[config.mk]
export PLATFORM = sky130hd
export DESIGN_NAME = fetch_stage_flat
export DESIGN_NICKNAME = d
export VERILOG_FILES = /design/src/rtl/fetch_stage_if.sv /design/src/rtl/fetch_stage.sv /design/src/flat_wrapper.sv
export SDC_FILE = /design/constraint.sdc
export NUM_CORES = 1
export LEC_CHECK = 0
export CAP_MARGIN = 0
export CELL_PAD_IN_SITES_DETAIL_PLACEMENT = 1
export CELL_PAD_IN_SITES_GLOBAL_PLACEMENT = 1
export CORE_MARGIN = 10
export CORE_UTILIZATION = 33
export CTS_CLUSTER_DIAMETER = 40
export DETAILED_ROUTE_END_ITERATION = 7
export PLACE_DENSITY_LB_ADDON = 0.1
export SLEW_MARGIN = 10
export SYNTH_ARGS = -nofsm -noshare
export SYNTH_HDL_FRONTEND = slang
export SYNTH_SLANG_ARGS = --single-unit
[constraint.sdc]
create_clock -name clk -period 4.4 [get_ports clk]
set_clock_uncertainty 0.1 [all_clocks]
set_input_delay 0.88 -clock clk [delete_from_list [all_inputs] [get_ports clk]]
set_output_delay 0.88 -clock clk [all_outputs]
set_load 0.03 [all_outputs]
[src/rtl/fetch_stage_if.sv]
// Bus bundle between the fetch stage and its neighbours: the ID redirect inputs,
// the hazard-unit stall, the instruction-memory port and the IF/ID register outputs.
// The slave modport is the fetch stage's view; the master modport is the view of
// everything around it (ID, stall unit, instruction memory).
interface fetch_stage_if;
  logic        stall;
  logic [1:0]  npc_sel;
  logic [15:0] br_imm16;
  logic [25:0] j_imm26;
  logic [31:0] jr_target;
  logic [31:0] imem_addr;
  logic [31:0] imem_rdata;
  logic [31:0] IF_instr_ID;
  logic [31:0] IF_pc_ID;
  logic [31:0] IF_pc8_ID;
  logic        IF_exc_ID;
  logic [31:0] perf_stall_cnt;
  logic [31:0] perf_fetch_cnt;

  modport slave (
    input  stall, npc_sel, br_imm16, j_imm26, jr_target, imem_rdata,
    output imem_addr, IF_instr_ID, IF_pc_ID, IF_pc8_ID, IF_exc_ID,
           perf_stall_cnt, perf_fetch_cnt
  );

  modport master (
    output stall, npc_sel, br_imm16, j_imm26, jr_target, imem_rdata,
    input  imem_addr, IF_instr_ID, IF_pc_ID, IF_pc8_ID, IF_exc_ID,
           perf_stall_cnt, perf_fetch_cnt
  );
endinterface

[src/rtl/fetch_stage.sv]
// IF stage and IF/ID pipeline register of the 5-stage MIPS core.
// Owns the PC, resolves ID-stage redirects (beq/j/jal/jr) with one delay slot,
// flags illegal fetch addresses and freezes while the hazard unit stalls.
// Optional performance counters are built only when FETCH_PERF_EN is defined;
// otherwise both counter outputs are tied to zero.
module fetch_stage #(
  parameter logic [31:0] RESET_PC   = 32'h0000_3000,
  parameter logic [31:0] IMEM_BASE  = 32'h0000_3000,
  parameter int          IMEM_WORDS = 4096
) (
  input  logic          clk,
  input  logic          reset_n,
  fetch_stage_if.slave  bus
);

  // Highest word address that may legally be fetched.
  localparam logic [31:0] IMEM_TOP = IMEM_BASE + 32'(4 * IMEM_WORDS) - 32'd4;

  localparam logic [1:0] SEL_SEQ = 2'b00;
  localparam logic [1:0] SEL_BR  = 2'b01;
  localparam logic [1:0] SEL_J   = 2'b10;
  localparam logic [1:0] SEL_JR  = 2'b11;

  logic [31:0] pc_q, pc_d;
  logic [31:0] instr_q;
  logic [31:0] pcid_q;
  logic        exc_q;

  logic [31:0] pcid_plus4;
  logic [31:0] br_off;
  logic        fetch_err;

  // The instruction in ID sits at pcid_q, so its redirect operands are relative
  // to pcid_q+4. PC already holds the delay slot, which therefore always issues.
  assign pcid_plus4 = pcid_q + 32'd4;
  assign br_off     = {{14{bus.br_imm16[15]}}, bus.br_imm16, 2'b00};

  // Misaligned or out-of-window fetch addresses are reported, not trapped here.
  assign fetch_err = (pc_q[1:0] != 2'b00) || (pc_q < IMEM_BASE) || (pc_q > IMEM_TOP);

  // Next-PC selection; all four encodings are meaningful, arithmetic wraps mod 2^32.
  always_comb begin
    pc_d = pc_q + 32'd4;
    case (bus.npc_sel)
      SEL_SEQ: pc_d = pc_q + 32'd4;
      SEL_BR:  pc_d = pcid_plus4 + br_off;
      SEL_J:   pc_d = {pcid_plus4[31:28], bus.j_imm26, 2'b00};
      SEL_JR:  pc_d = bus.jr_target;
      default: pc_d = pc_q + 32'd4;
    endcase
  end

  // PC and IF/ID register: advance when not stalled, replace faulting fetches with a nop.
  always_ff @(posedge clk or negedge reset_n) begin
    if (!reset_n) begin
      pc_q    <= RESET_PC;
      instr_q <= 32'h0;
      pcid_q  <= RESET_PC;
      exc_q   <= 1'b0;
    end else if (!bus.stall) begin
      pc_q    <= pc_d;
      instr_q <= fetch_err ? 32'h0 : bus.imem_rdata;
      pcid_q  <= pc_q;
      exc_q   <= fetch_err;
    end
  end

  assign bus.imem_addr   = pc_q;
  assign bus.IF_instr_ID = instr_q;
  assign bus.IF_pc_ID    = pcid_q;
  assign bus.IF_pc8_ID   = pcid_q + 32'd8;
  assign bus.IF_exc_ID   = exc_q;

`ifdef FETCH_PERF_EN
  logic [31:0] stall_cnt_q;
  logic [31:0] fetch_cnt_q;

  // Saturating counters: stall cycles and accepted fetches.
  always_ff @(posedge clk or negedge reset_n) begin
    if (!reset_n) begin
      stall_cnt_q <= 32'h0;
      fetch_cnt_q <= 32'h0;
    end else if (bus.stall) begin
      if (stall_cnt_q != 32'hFFFF_FFFF) stall_cnt_q <= stall_cnt_q + 32'd1;
    end else begin
      if (fetch_cnt_q != 32'hFFFF_FFFF) fetch_cnt_q <= fetch_cnt_q + 32'd1;
    end
  end

  assign bus.perf_stall_cnt = stall_cnt_q;
  assign bus.perf_fetch_cnt = fetch_cnt_q;
`else
  assign bus.perf_stall_cnt = 32'h0;
  assign bus.perf_fetch_cnt = 32'h0;
`endif

endmodule
[src/flat_wrapper.sv]
// flat-port wrapper written by rule: the top's interface ports become plain ports
module fetch_stage_flat 
#(
  parameter logic [31:0] RESET_PC   = 32'h0000_3000,
  parameter logic [31:0] IMEM_BASE  = 32'h0000_3000,
  parameter int          IMEM_WORDS = 4096
)
  (clk, reset_n, bus_stall, bus_npc_sel, bus_br_imm16, bus_j_imm26, bus_jr_target, bus_imem_rdata, bus_imem_addr, bus_IF_instr_ID, bus_IF_pc_ID, bus_IF_pc8_ID, bus_IF_exc_ID, bus_perf_stall_cnt, bus_perf_fetch_cnt);
  fetch_stage_if bus_i ();
  input  logic clk;
  input  logic reset_n;
  input wire logic [$bits(bus_i.stall)-1:0] bus_stall;
  input wire logic [$bits(bus_i.npc_sel)-1:0] bus_npc_sel;
  input wire logic [$bits(bus_i.br_imm16)-1:0] bus_br_imm16;
  input wire logic [$bits(bus_i.j_imm26)-1:0] bus_j_imm26;
  input wire logic [$bits(bus_i.jr_target)-1:0] bus_jr_target;
  input wire logic [$bits(bus_i.imem_rdata)-1:0] bus_imem_rdata;
  output wire logic [$bits(bus_i.imem_addr)-1:0] bus_imem_addr;
  output wire logic [$bits(bus_i.IF_instr_ID)-1:0] bus_IF_instr_ID;
  output wire logic [$bits(bus_i.IF_pc_ID)-1:0] bus_IF_pc_ID;
  output wire logic [$bits(bus_i.IF_pc8_ID)-1:0] bus_IF_pc8_ID;
  output wire logic [$bits(bus_i.IF_exc_ID)-1:0] bus_IF_exc_ID;
  output wire logic [$bits(bus_i.perf_stall_cnt)-1:0] bus_perf_stall_cnt;
  output wire logic [$bits(bus_i.perf_fetch_cnt)-1:0] bus_perf_fetch_cnt;
  assign bus_i.stall = bus_stall;
  assign bus_i.npc_sel = bus_npc_sel;
  assign bus_i.br_imm16 = bus_br_imm16;
  assign bus_i.j_imm26 = bus_j_imm26;
  assign bus_i.jr_target = bus_jr_target;
  assign bus_i.imem_rdata = bus_imem_rdata;
  assign bus_imem_addr = bus_i.imem_addr;
  assign bus_IF_instr_ID = bus_i.IF_instr_ID;
  assign bus_IF_pc_ID = bus_i.IF_pc_ID;
  assign bus_IF_pc8_ID = bus_i.IF_pc8_ID;
  assign bus_IF_exc_ID = bus_i.IF_exc_ID;
  assign bus_perf_stall_cnt = bus_i.perf_stall_cnt;
  assign bus_perf_fetch_cnt = bus_i.perf_fetch_cnt;
  fetch_stage #(.RESET_PC(RESET_PC), .IMEM_BASE(IMEM_BASE), .IMEM_WORDS(IMEM_WORDS)) u_core (.clk(clk), .reset_n(reset_n), .bus(bus_i));
endmodule
# After elaboration in Yosys (flattened, before gate mapping)
# Cells that the tools add are included.
[totals]
in_bits = 111
wordCells = 19
ff_bits = 97
[op_classes]
add_sub_neg = 4
mux = 2
n_reduce_logical = 4
n_lt_le_gt_ge = 2
n_eq_ne = 3
[op_table]
columns = ["operator", "count"]
rows = [
  ["$pmux W32 S4", 1],
  ["$add A32 B3 Y32 const B", 2],
  ["$add A32 B32 Y32", 1],
  ["$add A32 B4 Y32 const B", 1],
  ["$gt A32 B15 Y1 const B", 1],
  ["$lt A32 B14 Y1 const B", 1],
  ["$mux W32", 1],
  ["$eq A2 B2 Y1 const B", 2],
  ["$eq A2 B1 Y1 const B", 1],
  ["$logic_not A2 Y1", 1],
  ["$logic_or A1 B1 Y1", 2],
  ["$reduce_bool A2 Y1", 1],
]

# Longest topological paths before layout
[depth]
ltp_word = 4
depth_mapped = 17
depth_no_buf = 15

# Worst setup path before layout
# Ideal clock, no wire load.
[synth_path]
path_type = "register to register"
startpoint = "register u_core.pcid_q[3], in the netlist u_core.bus.IF_pc_ID[3]"
endpoint = "register u_core.pc_q[28], in the netlist u_core.bus.imem_addr[28]"
slack_ns = 0.382
t_arrival_ns = 3.825
setup_ns = 0.094
stages_incl_launch_ff = 15
required_time_ns = 4.206
cell_sequence = "dfrtp_1 ha_1 and3_1 nand4_4 nor3_1 nand4_1 xnor2_1 ha_1 clkbuf_1 nand4_1 a2111oi_4 o221ai_2 nor4b_1 o31a_1 a221oi_2"
[synth_via]
elab_chain_cells = 3
[synth_rtl]
columns = ["item", "line_no", "text"]
rows = [
  ["start, declared", "fetch_stage.sv:26", "logic [31:0] pcid_q;"],
  ["start signal, assigned", "fetch_stage.sv:63", "pcid_q <= pc_q;"],
  ["$add A32 B3 Y32 *", "fetch_stage.sv:35", "assign pcid_plus4 = pcid_q + 32'd4;"],
  ["$add A32 B32 Y32", "fetch_stage.sv:46", "SEL_BR: pc_d = pcid_plus4 + br_off;"],
  ["$pmux W32 S4 *", "fetch_stage.sv:44", "case (bus.npc_sel)"],
  ["end signal, assigned", "fetch_stage.sv:61", "pc_q <= pc_d;"],
  ["end, declared", "fetch_stage.sv:24", "logic [31:0] pc_q, pc_d;"],
]
# Mark *: on every way between the ends. The rest lies on a longest branch, timed or not.
# A chain may end at the register's enable or synchronous reset.

# Final worst setup path
[layout_path]
startpoint = "register u_core.pcid_q[8], in the netlist u_core.bus.IF_pc_ID[8]"
endpoint = "output bus_IF_pc8_ID[30]"
[layout_via]
elab_chain_cells = 1
[layout_rtl]
columns = ["item", "line_no", "text"]
rows = [
  ["$add A32 B4 Y32", "fetch_stage.sv:71", "assign bus.IF_pc8_ID = pcid_q + 32'd8;"],
  ["end, declared", "flat_wrapper.sv:21", "output wire logic [$bits(bus_i.IF_pc8_ID)-1:0] bus_IF_pc8_ID;"],
]
# Every way passes these cells.

==> results.md <==
- Post-cts sizing count: 0
- Pleak: ~4.5 nW
- Port Buffer Count: between 200 and 250
- Clk pin slew, worst setup/hold paths: approximately 80 ps
- Total negative slack: 0 ps
- All-layer global routing usage: a little over a fifth
- Worst Max-Slew Pin Slew: roughly 950 ps
- Worst rel slew slack: a little over a third
- Area leader, netlist: dfrtp_1
- RSZ-0062 raised after global routing: false
- Slowest CP cell: clkdlybuf4s50_1
- Total Wirelength: between 30 and 40 mm
- Number of synthesized register bits: between 90 and 100
- Setup violators final: 0
- Fin cells: ~1500
- CTS Buf Count: 9
- Crit path launch: u_core.bus.IF_pc_ID[8]
- DR iter-0 viols: around 470
- Yosys top cell area share: between 20% and 30%
- CTS tree: built
- Critical Path Sink: bus_IF_pc8_ID[30]
- Number of antenna violations at the first check in global routing: 3
- Clk sink count: 97
- Routed via count: approximately 7800
- Final ANT Viol Nets: 0
- Run status: finished, final reports clean
- Dominant synthesized flop cell: dfrtp_1
- Max Fclk: 236.9 MHz
- Ranking of synthesized cells by area: dfrtp_1 28%, buf_4 6.4%, xnor2_1 6.2%, ha_1 5.5%, nand2_1 4.1%
- Post-synth EDFFs: 0
- Starting Density: between 30% and 40%
- Core area: about 24000 µm²
- Cell count after synthesis: between 900 and 1000
- CP Data Arrival Time: ~3200 ps
- Cell Area, Synth: approximately 8200 µm²
- Max stage delay on crit path: 690 ps
- Reg2reg start: u_core.bus.IF_pc_ID[8]
- Syn_area_per_cell: around 9 µm²
- Fraction of layout cells with a size suffix above 1: under 10%
- Ys Warns: 0
- Final hold viol count: 0
- Crit path max fanout: 9
- GP Congestion: 0.8919
- Fin crit share: between 90% and 100%
- FFs w/ async S/R, synth: between 90% and 100%
- Vias in the first global route: ~8300
- # rows: between 50 and 60
- Vias per Instance: 5.285
- R2r worst-path depth: 15
- Cell Pwr Density: around 500 nW/µm²
- Sequential element share of the synthesized area: 29.73%
- Critical path class: reg -> out
- Type of the most critical hold path: in -> async
- Post-Place Cells: 1452
- Grt ovf: 0
- CP Launch Type: flop
- Distinct cells, synth: 77
- Worst-Skew Late Latency: ~360 ps
- Routed wire per std cell: approximately 23 µm
- Critical-path cell list: nand4_1 -> nor2_1 -> and4_1 -> nand2_1 -> nor3_1 -> xor2_1 -> clkdlybuf4s50_1
- Die Ht: around 180 µm
- Pwr Total: roughly 0.0053 W
- Final Critical Period: between 4000 and 5000 ps
- Crit Reg-Reg Endpoint: u_core.bus.imem_addr[25]
- Die width: 177.5 µm
- Worst endpoint required time: 3420 ps
- Nets: 1287
- Maximum VDD drop: ~0.00030 V
- Final slew viol count: 0
- Crit end category: output pin
- # Post-CTS Setup Buffers: 0
- DIE AREA: around 31000 µm²
- Dpl hpwl: between 20 and 30 mm
- Max-Cap Viols: 0
- Worst R2R Setup Slack: around 380 ps
- Synth-to-layout area growth: 33.92%
- CTS H-Tree Depth: 3
- Post-route DRC: 0
- Clock buffer depth: 2
- Pin count of the biggest net entering global routing: 66
- Drt pass-1 iters: 5
- Layout fillers: 2888
- Hold-fix buffers at CTS: 0
- Root buf cell: clkbuf_16
- Global-route wire length before repair: about 52 mm
- Num ports: slightly above 300
-- worst min-delay path by stage --
stage                                       endpoint  slack [ps]  cells past startpoint
after global routing          u_core.bus.IF_pc_ID[0]         410                      1
after global placement    u_core.bus.IF_instr_ID[25]         390                      1
after CTS                     u_core.bus.IF_pc_ID[0]         400                      1
after floorplan                 u_core.bus.IF_exc_ID         480                      0
final                         u_core.bus.IF_pc_ID[0]         380                      1
after detailed placement  u_core.bus.IF_instr_ID[14]         400                      1
-- critical path: cells and delay by family, from the launching register on --
kind | cells | cell delay [ps]
AND/OR/NAND/NOR | 5 | 1470
buffers and inverters | 1 | 690
flip-flops | 1 | 530
XOR/XNOR | 1 | 170
-- cells in the final DEF (no fill, tap or decap), types with 4 or more instances in the layout --
cell,synthesis,final
mux2_2,28,28
a31oi_1,14,14
nor3_1,22,21
dfstp_2,4,4
a221o_1,4,4
a21o_1,5,5
and4_1,6,6
o22ai_1,8,8
nor2b_1,5,5
nand3_1,35,35
a211oi_1,8,8
o21ai_1,4,4
nand2b_1,9,9
mux2i_1,12,12
o211ai_1,8,8
o21a_1,4,4
nand4_1,23,23
inv_1,21,21
or3_1,4,4
ha_1,36,36
xnor2_1,58,58
nor4_1,8,8
o22a_1,8,8
buf_4,70,28
a21oi_1,51,51
clkbuf_16,0,9
o21ai_0,34,34
dfrtp_1,93,93
and2_1,8,8
nor2_1,51,51
nand2_1,90,90
conb_1,1,64
xor2_1,27,27
and3_1,12,12
mux4_2,9,9
a22o_1,32,32
clkdlybuf4s50_1,0,236
-- cells by family (layout without fill, tap and decap cells) --
family | Yosys count | count (layout) | share of synthesized area, %
AND/OR/NAND/NOR | 295 | 295 | 18.75
buffers and inverters | 148 | 303 | 10.26
flip-flops | 97 | 97 | 29.73
AO/OA/AOI/OAI | 213 | 213 | 18.37
adder cells (fa/ha/maj) | 37 | 37 | 5.750
XOR/XNOR | 86 | 86 | 9.298
other | 1 | 66 | 0.04583
multiplexers | 49 | 49 | 7.799
-- registers in the layout, indices dropped and copies added (netlist names) --
signal	count
u_core.bus.IF_instr_ID	32
u_core.bus.IF_exc_ID	1
u_core.bus.imem_addr	32
u_core.bus.IF_pc_ID	32
-- synthesized netlist by cell type (9+ instances only) --
cell and count:
a21oi_1 51, nor2_1 51, o21ai_0 34, nor3_1 22, xor2_1 27, ha_1 36
and3_1 12, mux4_2 9, clkbuf_1 31, nand3_1 35, dfrtp_1 93, a31oi_1 14
inv_1 21, buf_4 70, mux2_2 28, a22o_1 32, buf_2 16, xnor2_1 58
nand2b_1 9, nand4_1 23, nand2_1 90, mux2i_1 12
-- cell type report --
type	count	area (µm²)	area share (%)
Antenna cell	2	5.005	0.04568
Clock buffer	9	225.2	2.055
Tap cell	324	405.4	3.700
Inverter	22	82.58	0.7537
Clock inverter	7	62.56	0.5710
Multi-Input combinational cell	744	5151	47.01
Sequential cell	97	2432	22.20
Timing Repair Buffer	265	2592	23.66
-- layer usage --
layer | up-vias | track usage, % | part of all wire, %
li1 | 3640 | - | -
met1 | 3865 | 25.86 | 42
met2 | 230 | 36.84 | 50
met3 | 30 | 5.100 | 6.4
met4 | 4 | 5.662 | 1.7
met5 | - | 0 | 0.078
-- through the flow --
| stage | area [µm²] | utilization, % | worst slack (ps) | hold WS, ps |
|---|---|---|---|---|
| 6_report | 10960 | 44.92 | 179.1 | 383.1 |
| 2_1_floorplan | 8418 | - | 381.6 | 484.4 |
| 3_5_place_dp | 10660 | 43.72 | 419.8 | 396.0 |
| 4_1_cts | 10950 | 44.90 | 216.6 | 401.7 |
| 3_3_place_gp | 10660 | 43.72 | 478.6 | 392.7 |
| 5_1_grt | 10950 | 44.91 | 11.89 | 410.5 |
-- power breakdown --
part           internal (W)  switching (W)
sequential          0.00106       0.000386
clock              0.000397       0.000410
combinational       0.00126        0.00182
total               0.00272        0.00262
Note: power is estimated with default switching activity, not from simulation.
